**config.mk**
```make
export PLATFORM = sky130hd
export DESIGN_NAME = taglist_reader
export DESIGN_NICKNAME = d
export VERILOG_FILES = /design/src/rtl/taglist_pkg.sv /design/src/rtl/taglist_skid_buf.sv /design/src/rtl/taglist_reader.sv
export SDC_FILE = /design/constraint.sdc
export NUM_CORES = 1
export LEC_CHECK = 0
export ABC_CLOCK_PERIOD_IN_PS = 7100
export BUFFER_PORTS_ARGS = -buffer_cell sky130_fd_sc_hd__buf_2
export CAP_MARGIN = 20
export CORE_ASPECT_RATIO = 1.5
export CORE_UTILIZATION = 60
export CTS_BUF_LIST = sky130_fd_sc_hd__clkbuf_16
export DETAILED_ROUTE_END_ITERATION = 10
export PLACE_DENSITY = 0.91
export SYNTH_ARGS = -nofsm -noshare
export SYNTH_HDL_FRONTEND = slang
export SYNTH_HIERARCHICAL = 1
export SYNTH_SLANG_ARGS = --single-unit
```
**constraint.sdc**
```tcl
create_clock -name clk_50MHz -period 7.1 [get_ports clk_50MHz]
set_clock_uncertainty 0.1 [all_clocks]
set_input_delay 0.355 -clock clk_50MHz [delete_from_list [all_inputs] [get_ports clk_50MHz]]
set_output_delay 0.355 -clock clk_50MHz [all_outputs]
set_load 0.03 [all_outputs]
```
**src/rtl/taglist_pkg.sv**
```systemverilog
// Shared tag-word layout, FSM states and record type for the taglist generator and reader.
// The generator packs with pack_tag(); the reader decodes with unpack_tag().
package taglist_pkg;

   localparam int RSV_LSB   = 28;
   localparam int RSV_W     = 4;
   localparam int SEQ_LSB   = 21;
   localparam int SEQ_W     = 7;
   localparam int START_LSB = 11;
   localparam int END_LSB   = 1;
   localparam int ADDR_W    = 10;
   localparam int EOF_BIT   = 0;

   typedef enum logic [2:0] {
      ST_IDLE,
      ST_TAG_RD,
      ST_TAG_WAIT,
      ST_TAG_CHK,
      ST_STREAM,
      ST_DRAIN
   } state_t;

   typedef struct packed {
      logic [SEQ_W-1:0]  seq;
      logic [ADDR_W-1:0] start_addr;
      logic [ADDR_W-1:0] end_addr;
      logic              eof;
   } tag_rec_t;

   function automatic tag_rec_t unpack_tag(input logic [31:0] w);
      tag_rec_t r;
      r.seq        = w[SEQ_LSB +: SEQ_W];
      r.start_addr = w[START_LSB +: ADDR_W];
      r.end_addr   = w[END_LSB +: ADDR_W];
      r.eof        = w[EOF_BIT];
      return r;
   endfunction

   function automatic logic [31:0] pack_tag(input tag_rec_t r);
      logic [31:0] w;
      w                      = '0;
      w[SEQ_LSB +: SEQ_W]    = r.seq;
      w[START_LSB +: ADDR_W] = r.start_addr;
      w[END_LSB +: ADDR_W]   = r.end_addr;
      w[EOF_BIT]             = r.eof;
      return w;
   endfunction

endpackage

```
**src/rtl/taglist_skid_buf.sv**
```systemverilog
// Two-entry data/last/seq buffer that absorbs the one-cycle ROM read latency.
// The producer reads 'count' to decide when it may issue another read.
module taglist_skid_buf
   import taglist_pkg::*;
#(
   parameter int DW = 8,
   parameter int SW = 7
) (
   input  logic          clk_50MHz,
   input  logic          reset,
   input  logic          in_valid,
   input  logic [DW-1:0] in_data,
   input  logic          in_last,
   input  logic [SW-1:0] in_seq,
   output logic [1:0]    count,
   output logic          out_valid,
   output logic [DW-1:0] out_data,
   output logic          out_last,
   output logic [SW-1:0] out_seq,
   input  logic          out_ready
);

   localparam int EW = DW + SW + 1;

   logic [EW-1:0] mem_q [2];
   logic [EW-1:0] mem_d [2];
   logic          wr_ptr_q, wr_ptr_d;
   logic          rd_ptr_q, rd_ptr_d;
   logic [1:0]    count_q, count_d;
   logic          push, pop;
   logic [EW-1:0] head;

   assign push      = in_valid && (count_q != 2'd2);
   assign out_valid = (count_q != 2'd0);
   assign pop       = out_valid && out_ready;
   assign count     = count_q;
   // Outputs read as zero while empty so reset leaves the stream port quiet.
   assign head      = out_valid ? mem_q[rd_ptr_q] : '0;
   assign {out_data, out_last, out_seq} = head;

   always_comb begin
      mem_d    = mem_q;
      wr_ptr_d = wr_ptr_q;
      rd_ptr_d = rd_ptr_q;
      if (push) begin
         mem_d[wr_ptr_q] = {in_data, in_last, in_seq};
         wr_ptr_d        = ~wr_ptr_q;
      end
      if (pop) begin
         rd_ptr_d = ~rd_ptr_q;
      end
      count_d = count_q + 2'(push) - 2'(pop);
   end

   always_ff @(posedge clk_50MHz) begin
      if (reset) begin
         mem_q[0] <= '0;
         mem_q[1] <= '0;
         wr_ptr_q <= 1'b0;
         rd_ptr_q <= 1'b0;
         count_q  <= 2'd0;
      end else begin
         mem_q    <= mem_d;
         wr_ptr_q <= wr_ptr_d;
         rd_ptr_q <= rd_ptr_d;
         count_q  <= count_d;
      end
   end

endmodule

```
**src/rtl/taglist_reader.sv**
```systemverilog
// Looks up tag records and replays each sequence's ROM range as a valid/ready word stream.
// Define TAGLIST_READER_CHECK_EN to also reject tags with nonzero [31:28] or start > end.
module taglist_reader
   import taglist_pkg::*;
#(
   parameter int TAG_AW = 7,
   parameter int ROM_AW = 10,
   parameter int ROM_DW = 8
) (
   input  logic              clk_50MHz,
   input  logic              reset,
   input  logic              start,
   input  logic              play_all,
   input  logic [TAG_AW-1:0] req_seq,
   output logic              tag_rd_en,
   output logic [TAG_AW-1:0] tag_addr,
   input  logic [31:0]       tag_data,
   output logic              rom_rd_en,
   output logic [ROM_AW-1:0] rom_addr,
   input  logic [ROM_DW-1:0] rom_data,
   output logic [ROM_DW-1:0] out_data,
   output logic              out_valid,
   input  logic              out_ready,
   output logic              out_last,
   output logic [TAG_AW-1:0] out_seq,
   output logic              busy,
   output logic              done,
   output logic              not_found
);

   state_t            state_q, state_d;
   logic [TAG_AW-1:0] tag_addr_q, tag_addr_d;
   logic              play_all_q, play_all_d;
   logic [31:0]       tag_word_q, tag_word_d;
   logic [ROM_AW-1:0] cur_q, cur_d;
   logic              pend_q, pend_d;
   logic              pend_last_q, pend_last_d;
   logic              done_q, done_d;
   logic              not_found_q, not_found_d;
   tag_rec_t          rec;
   logic              rec_bad;
   logic [1:0]        sb_count;
   logic [2:0]        occ;
   logic              pop;

   assign rec = unpack_tag(tag_word_q);

`ifdef TAGLIST_READER_CHECK_EN
   assign rec_bad = (rec.seq != tag_addr_q) ||
                    (tag_word_q[RSV_LSB +: RSV_W] != '0) ||
                    (rec.start_addr > rec.end_addr);
`else
   logic unused_rsv;
   assign unused_rsv = ^tag_word_q[RSV_LSB +: RSV_W];
   assign rec_bad    = (rec.seq != tag_addr_q);
`endif

   // Buffer occupancy after this edge; a read issued now lands next cycle and must fit.
   assign pop       = out_valid && out_ready;
   assign occ       = 3'(sb_count) + 3'(pend_q) - 3'(pop);
   assign busy      = (state_q != ST_IDLE);
   assign tag_addr  = tag_addr_q;
   assign rom_addr  = cur_q;
   assign done      = done_q;
   assign not_found = not_found_q;

   always_comb begin
      state_d     = state_q;
      tag_addr_d  = tag_addr_q;
      play_all_d  = play_all_q;
      tag_word_d  = tag_word_q;
      cur_d       = cur_q;
      pend_d      = 1'b0;
      pend_last_d = 1'b0;
      done_d      = 1'b0;
      not_found_d = 1'b0;
      tag_rd_en   = 1'b0;
      rom_rd_en   = 1'b0;
      case (state_q)
         ST_IDLE: begin
            if (start) begin
               tag_addr_d = play_all ? '0 : req_seq;
               play_all_d = play_all;
               state_d    = ST_TAG_RD;
            end
         end
         ST_TAG_RD: begin
            tag_rd_en = 1'b1;
            state_d   = ST_TAG_WAIT;
         end
         ST_TAG_WAIT: begin
            tag_word_d = tag_data;
            state_d    = ST_TAG_CHK;
         end
         ST_TAG_CHK: begin
            if (rec_bad) begin
               not_found_d = 1'b1;
               state_d     = ST_IDLE;
            end else begin
               cur_d   = rec.start_addr;
               state_d = ST_STREAM;
            end
         end
         ST_STREAM: begin
            if (occ <= 3'd1) begin
               rom_rd_en   = 1'b1;
               pend_d      = 1'b1;
               pend_last_d = (cur_q == rec.end_addr);
               cur_d       = cur_q + ROM_AW'(1);
               if (cur_q == rec.end_addr) begin
                  state_d = ST_DRAIN;
               end
            end
         end
         ST_DRAIN: begin
            if (pop && out_last) begin
               if (play_all_q && !rec.eof && (tag_addr_q != '1)) begin
                  tag_addr_d = tag_addr_q + TAG_AW'(1);
                  state_d    = ST_TAG_RD;
               end else begin
                  done_d  = 1'b1;
                  state_d = ST_IDLE;
               end
            end
         end
         default: state_d = ST_IDLE;
      endcase
   end

   always_ff @(posedge clk_50MHz) begin
      if (reset) begin
         state_q     <= ST_IDLE;
         tag_addr_q  <= '0;
         play_all_q  <= 1'b0;
         tag_word_q  <= '0;
         cur_q       <= '0;
         pend_q      <= 1'b0;
         pend_last_q <= 1'b0;
         done_q      <= 1'b0;
         not_found_q <= 1'b0;
      end else begin
         state_q     <= state_d;
         tag_addr_q  <= tag_addr_d;
         play_all_q  <= play_all_d;
         tag_word_q  <= tag_word_d;
         cur_q       <= cur_d;
         pend_q      <= pend_d;
         pend_last_q <= pend_last_d;
         done_q      <= done_d;
         not_found_q <= not_found_d;
      end
   end

   taglist_skid_buf #(
      .DW (ROM_DW),
      .SW (TAG_AW)
   ) u_skid (
      .clk_50MHz (clk_50MHz),
      .reset     (reset),
      .in_valid  (pend_q),
      .in_data   (rom_data),
      .in_last   (pend_last_q),
      .in_seq    (rec.seq),
      .count     (sb_count),
      .out_valid (out_valid),
      .out_data  (out_data),
      .out_last  (out_last),
      .out_seq   (out_seq),
      .out_ready (out_ready)
   );

endmodule

```
==> summary.txt, run 1 <==
Status: finished, final reports clean
Top FF cell, synth: dfxtp_1
Placer Congestion: 0.862
Standard-cell rows: 38
Number of synthesized register bits: 89
Synth Instances: 555
Synth Net Count: 613
Slowest-stage cell, CP: dfxtp_1
Synthesized cell area: 4610 µm²
Crit path launch type: flip-flop
Ports: 91
Global route hottest layer: met2
Fmax: 279 MHz
Total chip power: 1.15 mW
Vias: 4357
NumNets Final: 666
Total Routing Usage GR: 28.8%
Core area: 7320 µm²
ANT nets after route: 0
Setup slack, reg-to-reg: 3.69 ns
Worst Setup End Kind: primary output
M1 GR Usage: 32.4%
Worst stage delay on the critical path: 0.40 ns
Cell Chain, Critical Path: nor2_1 > buf_4 > inv_1 > and2_1 > ha_1 > inv_1 > ha_1 > inv_1 > fa_1 > xnor2_1 > nand3_1 > inv_1 > buf_2
Initial DRC count: 314
Die X: 73.6 µm
I/O Buffers: 86
Power density cells: 217 nW/µm²
Endpoints failing setup: 0
Lkg Pwr: 2.00 nW
Sinks on Clock Net: 89
Initial antenna violation count: 0
Global route total overflow: 0
Synth Area per Inst: 8.31 µm²
Total CTS buffers: 9
Tcrit/Tclk final: 50.5%
Seq/Total Area, Yosys: 38.6%
Met3 track demand over resource: 4.22%
CP required: 6.64 ns
Post-CTS sizing: 0
Root buf cell: clkbuf_16
Max Slew Vio Count: 0
Drt pass-1 iters: 5
Hold crit path type: input port to flip-flop
Final hold violations: 0
CTS H-Tree Depth: 3
Unrepaired setup endpoints after global routing: no
Synth cell types: 58
CP Max Fanout: 17
Via density: 6.14
Synth async-reset ratio: 0%
First-pass GRT wire length: 18.1 mm
CP Class: flip-flop to primary output
Post-route setup TNS: 0 ns
Met2 Usage GRT: 52.1%
Worst vdd rail ir drop: 175 µV
DR DRC count: 0
Post-DP HPWL: 7.31 mm
Clock buffer depth: 2
Worst EP arrival: 3.13 ns
Post-CTS Setup Bufs: 0
WL final: 11.3 mm
Yosys warns: 6
Fillers: 558
Period minus WS final: 3.58 ns
Tightest Pin Transition: 1.08 ns
CP most frequent cell: inv_1
Placed Cells: 696
Hold slack final: 0.150 ns
Vias in the first global route: 3995
Area grow syn2layout: 14.7%
Average wire per standard cell: 15.9 µm
Clk slew on worst S/H paths: 0.06 ns
Slew Limit Headroom: 27.8%
Post-synth EDFFs: 0
Die Y: 109 µm
Share of cells above drive strength 1: 18.9%
Max-cap violation count: 0
# hold bufs at CTS: 0
Starting Density: 63.0%
CTS tree: built
Largest net degree at the start of global routing: 96
Ant diodes: 0
Die Area: 8050 µm²
Layout Cells excl Fill: 710
Clock Latency Late Sink: 0.34 ns
[placed cells by master, fill, tap and decap left out, types with 4 or more instances in the layout]
cell type | Yosys | layout
nand3_1 | 6 | 6
dfxtp_1 | 89 | 89
mux2i_1 | 16 | 16
nand2b_1 | 8 | 8
o31ai_1 | 32 | 32
buf_4 | 1 | 4
xor2_1 | 16 | 16
nor3_1 | 7 | 7
nor2_1 | 34 | 34
ha_1 | 5 | 5
nor4_1 | 6 | 6
clkbuf_16 | 0 | 9
nor2b_1 | 4 | 4
o21ai_0 | 14 | 14
or4b_1 | 16 | 16
a21oi_1 | 87 | 87
and2_1 | 4 | 4
inv_1 | 9 | 9
xnor2_1 | 4 | 4
nand4b_1 | 18 | 18
buf_2 | 10 | 86
nand2_1 | 76 | 76
[power breakdown]
group          switching (mW)  internal (mW)  leakage (nW)  total, mW
combinational          0.0773         0.0477          1.14      0.125
sequential             0.0221          0.518         0.720      0.540
clock                   0.184          0.301         0.141      0.485
[critical path: cells and delay by family (launching register included)]
kind / cells / cell delay (ns)
and+or+nand+nor: 3 / 0.54
DFF: 1 / 0.40
adders and majority gates: 3 / 0.76
xor gates and xnor gates: 1 / 0.24
buffers and inverters: 6 / 0.84
[synthesized netlist by cell type (9+ instances only)]
cell | instances | share of area, %
mux2i_1 | 16 | 3.5
nor2_1 | 34 | 2.8
inv_1 | 9 | 0.73
clkbuf_1 | 28 | 2.3
buf_2 | 10 | 1.1
or4b_1 | 16 | 3.5
xor2_1 | 16 | 3.0
nand4b_1 | 18 | 3.4
o21ai_0 | 14 | 1.5
nand2_1 | 76 | 6.2
dfxtp_1 | 89 | 39
a21oi_1 | 87 | 9.4
o31ai_1 | 32 | 5.2
[worst paths after layout]
| path | startpoint | endpoint | depth (start not counted) |
|---|---|---|---|
| setup reg to reg | u_skid/count[1] | rom_addr[4] | 16 |
| hold / removal | tag_data[17] | tag_word_q[17] | 3 |
| setup / recovery | u_skid/count[1] | rom_rd_en | 13 |
| hold reg to reg | tag_word_q[19] | tag_word_q[19] | 2 |
[layer usage]
metal,up-vias,part of all wire (%)
met5,-,0
met4,0,2.1
met3,19,5.7
met2,182,53
met1,2050,40
li1,2106,-
[sequential cells by signal, summed over array words and instances (netlist names)]
name             cells
u_skid/count         2
done                 1
play_all_q           1
pend_last_q          1
pend_q               1
not_found            1
tag_word_q          28
u_skid/wr_ptr_q      1
u_skid/rd_ptr_q      1
state_q              3
tag_addr             7
rom_addr            10
u_skid/mem_q        32
[final cells by class]
cell class | count | area [µm²] | area share (%)
Multi-Input combinational cell | 407 | 2560 | 48.4
Tap cell | 100 | 125 | 2.37
Clock buffer | 9 | 225 | 4.26
Timing Repair Buffer | 91 | 488 | 9.22
Clock inverter | 4 | 71.3 | 1.35
Inverter | 10 | 37.5 | 0.710
Sequential cell | 89 | 1780 | 33.7
[metrics by stage]
step / util (%) / setup WS [ns] / area (µm²)
floorplan: - / 3.53 / 4610
CTS: 71.9 / 3.53 / 5260
finish: 72.2 / 3.52 / 5290
global placement: 67.8 / 3.96 / 4970
detailed placement: 67.8 / 3.82 / 4970
global route: 72.2 / 3.38 / 5290
[cell families after synthesis]
kind of cell | synth area share [%]
and+or+nand+nor | 24.4
AOI/OAI and AO/OA | 21.8
DFF | 38.6
buffers and inverters | 5.97
xor gates and xnor gates | 3.80
muxes | 3.72
adders and majority gates | 1.79
(Power assumes the default switching activity.)
==> run 2: changes to the inputs <==
--- a/config.mk
+++ b/config.mk
@@ -5,14 +5,14 @@
 export SDC_FILE = /design/constraint.sdc
 export NUM_CORES = 1
 export LEC_CHECK = 0
-export ABC_CLOCK_PERIOD_IN_PS = 7100
+export ABC_CLOCK_PERIOD_IN_PS = 3600
 export BUFFER_PORTS_ARGS = -buffer_cell sky130_fd_sc_hd__buf_2
 export CAP_MARGIN = 20
 export CORE_ASPECT_RATIO = 1.5
-export CORE_UTILIZATION = 60
+export CORE_UTILIZATION = 55
 export CTS_BUF_LIST = sky130_fd_sc_hd__clkbuf_16
 export DETAILED_ROUTE_END_ITERATION = 10
-export PLACE_DENSITY = 0.91
+export PLACE_DENSITY = 0.85
 export SYNTH_ARGS = -nofsm -noshare
 export SYNTH_HDL_FRONTEND = slang
 export SYNTH_HIERARCHICAL = 1
==> constraint.sdc (replaced) <==
create_clock -name clk_50MHz -period 3.6 [get_ports clk_50MHz]
set_clock_uncertainty 0.1 [all_clocks]
set_input_delay 0.18 -clock clk_50MHz [delete_from_list [all_inputs] [get_ports clk_50MHz]]
set_output_delay 0.18 -clock clk_50MHz [all_outputs]
set_load 0.03 [all_outputs]
==> summary.txt, run 2 (same netlist as run 1, synthesis figures left out) <==
Die Area: 8770 µm² (+8.9%)
Most frequent cells in the layout: 89 x dfxtp_1, 87 x a21oi_1, 86 x buf_2
Worst stage delay on the critical path: 0.41 ns (about the same)
Cells on worst reg2reg path: 15 (-1)
CP Class: flip-flop to primary output
CP most frequent cell: inv_1
Most flop-heavy register: u_skid/mem_q
Slowest-stage cell, CP: dfxtp_1
Initial DRC count: 325 (+3.5%)
Placer Congestion: 0.894 (+3.8%)
Max FFs per register: 32 (unchanged)
First-pass GRT wire length: 19.4 mm (+7.2%)
Ports: 91 (unchanged)
Root buf cell: clkbuf_16
Worst EP arrival: 2.73 ns (-0.40 ns)
Largest net degree at the start of global routing: 67 (-30%)
CTS tree: built
Sinks on Clock Net: 89 (unchanged)
Lkg Pwr: 2.14 nW (+6.9%)
Hold crit path type: input port to flip-flop
DR DRC count: 0 (unchanged)
Total CTS buffers: 9 (unchanged)
I/O Buffers: 86 (unchanged)
Max Slew Vio Count: 0 (unchanged)
Worst Setup End Kind: primary output
Period minus WS final: 3.01 ns
Max-cap violation count: 0 (unchanged)
Endpoints failing setup: 0 (unchanged)
Hold Path End: tag_word_q[27]
Slew Limit Headroom: 33.2% (+5.4 points)
Fin worst setup slack: 0.589 ns (-2.93 ns)
CP Max Fanout: 9 (-8)
Cell Chain, Critical Path: nor2_1 > inv_1 > and2_1 > ha_1 > inv_1 > ha_1 > inv_1 > fa_1 > xnor2_1 > nand3_1 > inv_1 > buf_2
Clock buffer depth: 2 (unchanged)
CP Buf/Inv Count: 5 (-1)
Status: finished, final reports clean
CP required: 3.32 ns (-3.32 ns)
Die Y: 114 µm (+4.4%)
Clock Latency Late Sink: 0.34 ns (about the same)
Hold depth: 3 (unchanged)
Average wire per standard cell: 16.3 µm (+2.9%)
Setup slack, reg-to-reg: 0.60 ns (-3.09 ns)
Share of cells above drive strength 1: 18.7% (-0.19 points)
Final hold violations: 0 (unchanged)
Via density: 5.90 (-3.8%)
Vias in the first global route: 4207 (+5.3%)
Global route total overflow: 0 (unchanged)
Worst r2r src: u_skid/count[1]
Clk slew on worst S/H paths: 0.06 ns (about the same)
Delay-heaviest family, CP: adder cells
Unrepaired setup endpoints after global routing: no
Commonest non-fill, non-tap cell in the layout: dfxtp_1
Power density cells: 402 nW/µm² (+85%)
Starting Density: 57.3% (-5.8 points)
Dpl ws: 0.650 ns (-3.17 ns)
Area grow syn2layout: 20.7%
Post-DP HPWL: 7.50 mm (+2.5%)
Tcrit/Tclk final: 83.7%
NumNets Final: 697 (+4.7%)
Drt pass-1 iters: 5 (unchanged)
Post-route setup TNS: 0 ns (unchanged)
Die X: 76.8 µm (+4.3%)
Post-CTS sizing: 0 (unchanged)
CTS H-Tree Depth: 3 (unchanged)
ANT nets after route: 0 (unchanged)
Initial antenna violation count: 0 (unchanged)
Worst vdd rail ir drop: 292 µV (+67%)
Crit path launch type: flip-flop
WL final: 12.2 mm (+8.4%)
Standard-cell rows: 40 (+5.3%)
Ant diodes: 0 (unchanged)
Fmax: 332 MHz
Total Routing Usage GR: 27.7% (-1.0 points)
R2r endpoint: rom_addr[5]
Hold path startpoint: tag_data[27]
Tightest Pin Transition: 1.00 ns (-0.0790 ns)
Core area: 8060 µm² (+10%)
Vias: 4415 (+1.3%)
==> run 2: cell types whose count changed in the layout (fill, tap and decap cells not counted), sizes merged <==
cell         before  now
bufinv            2    1
clkinv            1    3
inv              10   12
clkinvlp          1    0
dlygate4sd3       0   27
buf              91   95
==> run 2: tightest hold or removal path: stages <==
cell and delay [ns]:
buf_2 0.11, nand2_1 0.06, a21oi_1 0.05
==> run 2: where the power goes <==
part / switching [mW] / internal [mW] / total [mW]
logic: 0.163 / 0.114 / 0.277
clock network: 0.371 / 0.525 / 0.896
registers: 0.0436 / 1.02 / 1.06
==> run 2: final cells by class <==
cell class	instances	area, µm²
Clock buffer	9	225
Clock inverter	6	52.6
Fill cell	614	2490
Inverter	10	37.5
Multi-Input combinational cell	407	2560
Sequential cell	89	1780
Tap cell	105	131
Timing Repair Buffer	122	781
==> run 2: worst max path at each step <==
stage | to | slack [ns] | start | depth (start not counted)
final | rom_rd_en | 0.59 | u_skid/count[1] | 12
after CTS | rom_rd_en | 0.60 | u_skid/count[1] | 12
after floorplan | rom_addr[2] | 0.03 | u_skid/count[1] | 16
after global placement | rom_addr[2] | 0.76 | u_skid/count[1] | 15
after detailed placement | rom_addr[5] | 0.65 | u_skid/count[1] | 15
after global routing | rom_addr[5] | 0.33 | u_skid/count[1] | 15
==> run 2: per-stage QoR <==
step                hold WS, ns  area, µm²  util [%]  power (mW)  cells
floorplan                 0.216       4610         -        1.25    555
global placement          0.320       5000      62.1        1.32    705
detailed placement        0.326       5000      62.1        1.33    705
CTS                     0.00282       5550      68.9        2.24    747
global route            0.00938       5570      69.1        2.32    748
finish                   0.0122       5570      69.1        2.24    748
==> run 2: timing repair <==
action / in CTS / in global routing
endpoints found under the hold margin: 27 / 0
hold buffers: 27 / 0
setup buffers: 0 / 0
setup endpoints to repair: 0 / 0
==> run 2: metal layers <==
layer  track usage, %  wire length [µm]
met5                0                 0
met4             12.6               177
met3             4.70               637
met2             51.7              6640
met1             30.3              4760
==> run 3: changes to the inputs <==
--- a/config.mk
+++ b/config.mk
@@ -5,7 +5,7 @@
 export SDC_FILE = /design/constraint.sdc
 export NUM_CORES = 1
 export LEC_CHECK = 0
-export ABC_CLOCK_PERIOD_IN_PS = 3600
+export ABC_CLOCK_PERIOD_IN_PS = 2800
 export BUFFER_PORTS_ARGS = -buffer_cell sky130_fd_sc_hd__buf_2
 export CAP_MARGIN = 20
 export CORE_ASPECT_RATIO = 1.5
==> constraint.sdc (replaced) <==
create_clock -name clk_50MHz -period 2.8 [get_ports clk_50MHz]
set_clock_uncertainty 0.1 [all_clocks]
set_input_delay 0.14 -clock clk_50MHz [delete_from_list [all_inputs] [get_ports clk_50MHz]]
set_output_delay 0.14 -clock clk_50MHz [all_outputs]
set_load 0.03 [all_outputs]
==> summary.txt, run 3 (same netlist as run 1, synthesis figures left out) <==
Final hold violations: 0 (unchanged)
Power density cells: 505 nW/µm² (+26%)
Crit path launch type: flip-flop
Worst Setup End Kind: flip-flop
CTS H-Tree Depth: 3 (unchanged)
Hold Path End: u_skid/mem_q[14]
Global route total overflow: 0 (unchanged)
I/O Buffers: 86 (unchanged)
ANT nets after route: 0 (unchanged)
Endpoints failing setup: 0 (unchanged)
Ant diodes: 0 (unchanged)
Average wire per standard cell: 17.0 µm (+3.9%)
Post-DP HPWL: 7.64 mm (+1.9%)
Uppermost layer routed: met4
Fillers: 578 (-5.9%)
Max-cap violation count: 0 (unchanged)
Placed Cells: 709 (+0.57%)
WL final: 13.0 mm (+6.7%)
Vias: 4602 (+4.2%)
CP required: 2.92 ns (-0.40 ns)
Worst vdd rail ir drop: 441 µV (+51%)
Tightest Pin Transition: 0.944 ns (-0.0587 ns)
Drt pass-1 iters: 5 (unchanged)
Storage element area: 1790 µm² (+0.28%)
Clock Latency Late Sink: 0.35 ns (about the same)
Placer Congestion: 0.904 (+1.1%)
Initial DRC count: 399 (+23%)
Hold path startpoint: rom_data[6]
Root buf cell: clkbuf_16
CP Class: flip-flop to flip-flop
Most frequent cells in the layout: 87 x dfxtp_1, 85 x buf_2, 81 x a21oi_1
Status: finished, final reports clean
Fin worst setup slack: 0.0889 ns (-0.500 ns)
Hold crit path type: input port to flip-flop
Period minus WS final: 2.71 ns
Worst stage delay on the critical path: 0.47 ns (+0.06 ns)
Cells on worst reg2reg path: 14 (-1)
DR DRC count: 0 (unchanged)
Commonest non-fill, non-tap cell in the layout: dfxtp_1
CP Buf/Inv Count: 5 (unchanged)
Max FFs per register: 32 (unchanged)
R2r endpoint: rom_addr[9]
First-pass GRT wire length: 20.3 mm (+4.5%)
Slew Limit Headroom: 36.9% (+3.8 points)
Most flop-heavy register: u_skid/mem_q
Util after Layout: 73.9% (+4.7 points)
CTS tree: built
Tcrit/Tclk final: 96.8%
Via density: 5.99 (+1.5%)
Total Routing Usage GR: 28.9% (+1.2 points)
Met3 wire length: 709 µm (+11%)
Area grow syn2layout: 29.0%
Area after DPL: 5150 µm² (+3.0%)
Max Slew Vio Count: 0 (unchanged)
Core area: 8060 µm² (unchanged)
Clk slew on worst S/H paths: 0.06 ns (about the same)
Fmax: 369 MHz
Lkg Pwr: 2.27 nW (+6.0%)
Total CTS buffers: 9 (unchanged)
Largest net degree at the start of global routing: 95 (+42%)
Unrepaired setup endpoints after global routing: yes
Share of cells above drive strength 1: 23.1% (+4.4 points)
Initial antenna violation count: 0 (unchanged)
Dpl ws: 0.0553 ns (-0.595 ns)
CP Max Fanout: 5 (-4)
Vias in the first global route: 4430 (+5.3%)
Die Y: 114 µm (unchanged)
Cell area after layout: 5950 µm² (+6.8%)
Die X: 76.8 µm (unchanged)
Standard-cell rows: 40 (unchanged)
Die Area: 8770 µm² (unchanged)
Layout Cells excl Fill: 768 (+2.7%)
Starting Density: 57.3% (unchanged)
Clock buffer depth: 2 (unchanged)
Hold depth: 3 (unchanged)
NumNets Final: 716 (+2.7%)
Sinks on Clock Net: 89 (unchanged)
Slowest-stage cell, CP: fa_2
Met1 WL: 5.04 mm (+5.9%)
Setup slack, reg-to-reg: 0.09 ns (-0.51 ns)
Cell Chain, Critical Path: nor2_4 > clkinvlp_4 > and2_4 > ha_4 > inv_2 > ha_4 > inv_2 > fa_2 > nand3_4 > clkinv_4 > a21oi_4 > clkbuf_16 > nand2b_4 > a21oi_2
Met2 wire len: 6.81 mm (+2.6%)
Worst r2r src: u_skid/count[1]
Delay-heaviest family, CP: adder cells
Ports: 91 (unchanged)
Multi-input gate area: 2680 µm² (+4.4%)
Worst EP arrival: 2.83 ns (+0.10 ns)
Total chip power: 3.00 mW (+34%)
[run 3: worst max path at each step]
stage | start | endpoint | slack [ns] | depth (start not counted)
floorplan | u_skid/count[0] | rom_addr[2] | -0.19 | 16
global placement | u_skid/count[0] | rom_addr[4] | 0.18 | 15
detailed placement | u_skid/count[0] | rom_addr[2] | 0.06 | 15
CTS | u_skid/count[0] | rom_addr[2] | 0.01 | 15
global route | u_skid/count[1] | rom_addr[5] | -0.05 | 15
finish | u_skid/count[1] | rom_addr[9] | 0.09 | 14
[run 3: worst register-to-register path, delay by kind of cell (launching register included)]
kind | cells | cell delay (ns)
buffers and inverters | 5 | 0.47
DFF | 1 | 0.34
adders and majority gates | 3 | 0.86
and+or+nand+nor | 4 | 0.52
AOI/OAI and AO/OA | 2 | 0.30
[run 3: layout make-up]
cell class	count	share of cell area, %
inverter	10	0.778
multi-input combinational	407	45.0
tap	105	2.21
sequential	89	30.0
clock buffer	10	4.21
timing repair buffer	141	16.9
clock inverter	6	0.946
[run 3: per-layer routing]
layer	vias to the layer above	track usage, %
met5	-	0
met4	0	15.8
met3	40	4.54
met2	194	53.1
met1	2160	31.4
li1	2208	-
[run 3: where the power goes]
part,leakage [nW],switching (mW),internal [mW]
sequential,0.721,0.0592,1.31
clock,0.155,0.501,0.738
combinational,1.39,0.224,0.171
total,2.27,0.784,2.22
[run 3: metrics by stage]
stage | hold slack (ns) | TNS [ns]
2_1_floorplan | 0.176 | -1.44
3_3_place_gp | 0.249 | 0
3_5_place_dp | 0.253 | 0
4_1_cts | 0.00473 | 0
5_1_grt | 0.0244 | -0.129
6_report | 0.00346 | 0
[run 3: timing repair]
item / CTS / global route
pin swaps: 1 / 7
cloned: 0 / 3
hold buffers: 38 / 0
resized for setup: 1 / 11
endpoints found under the setup margin: 1 / 11
setup buffers: 1 / 1
hold endpoints to repair: 37 / 0
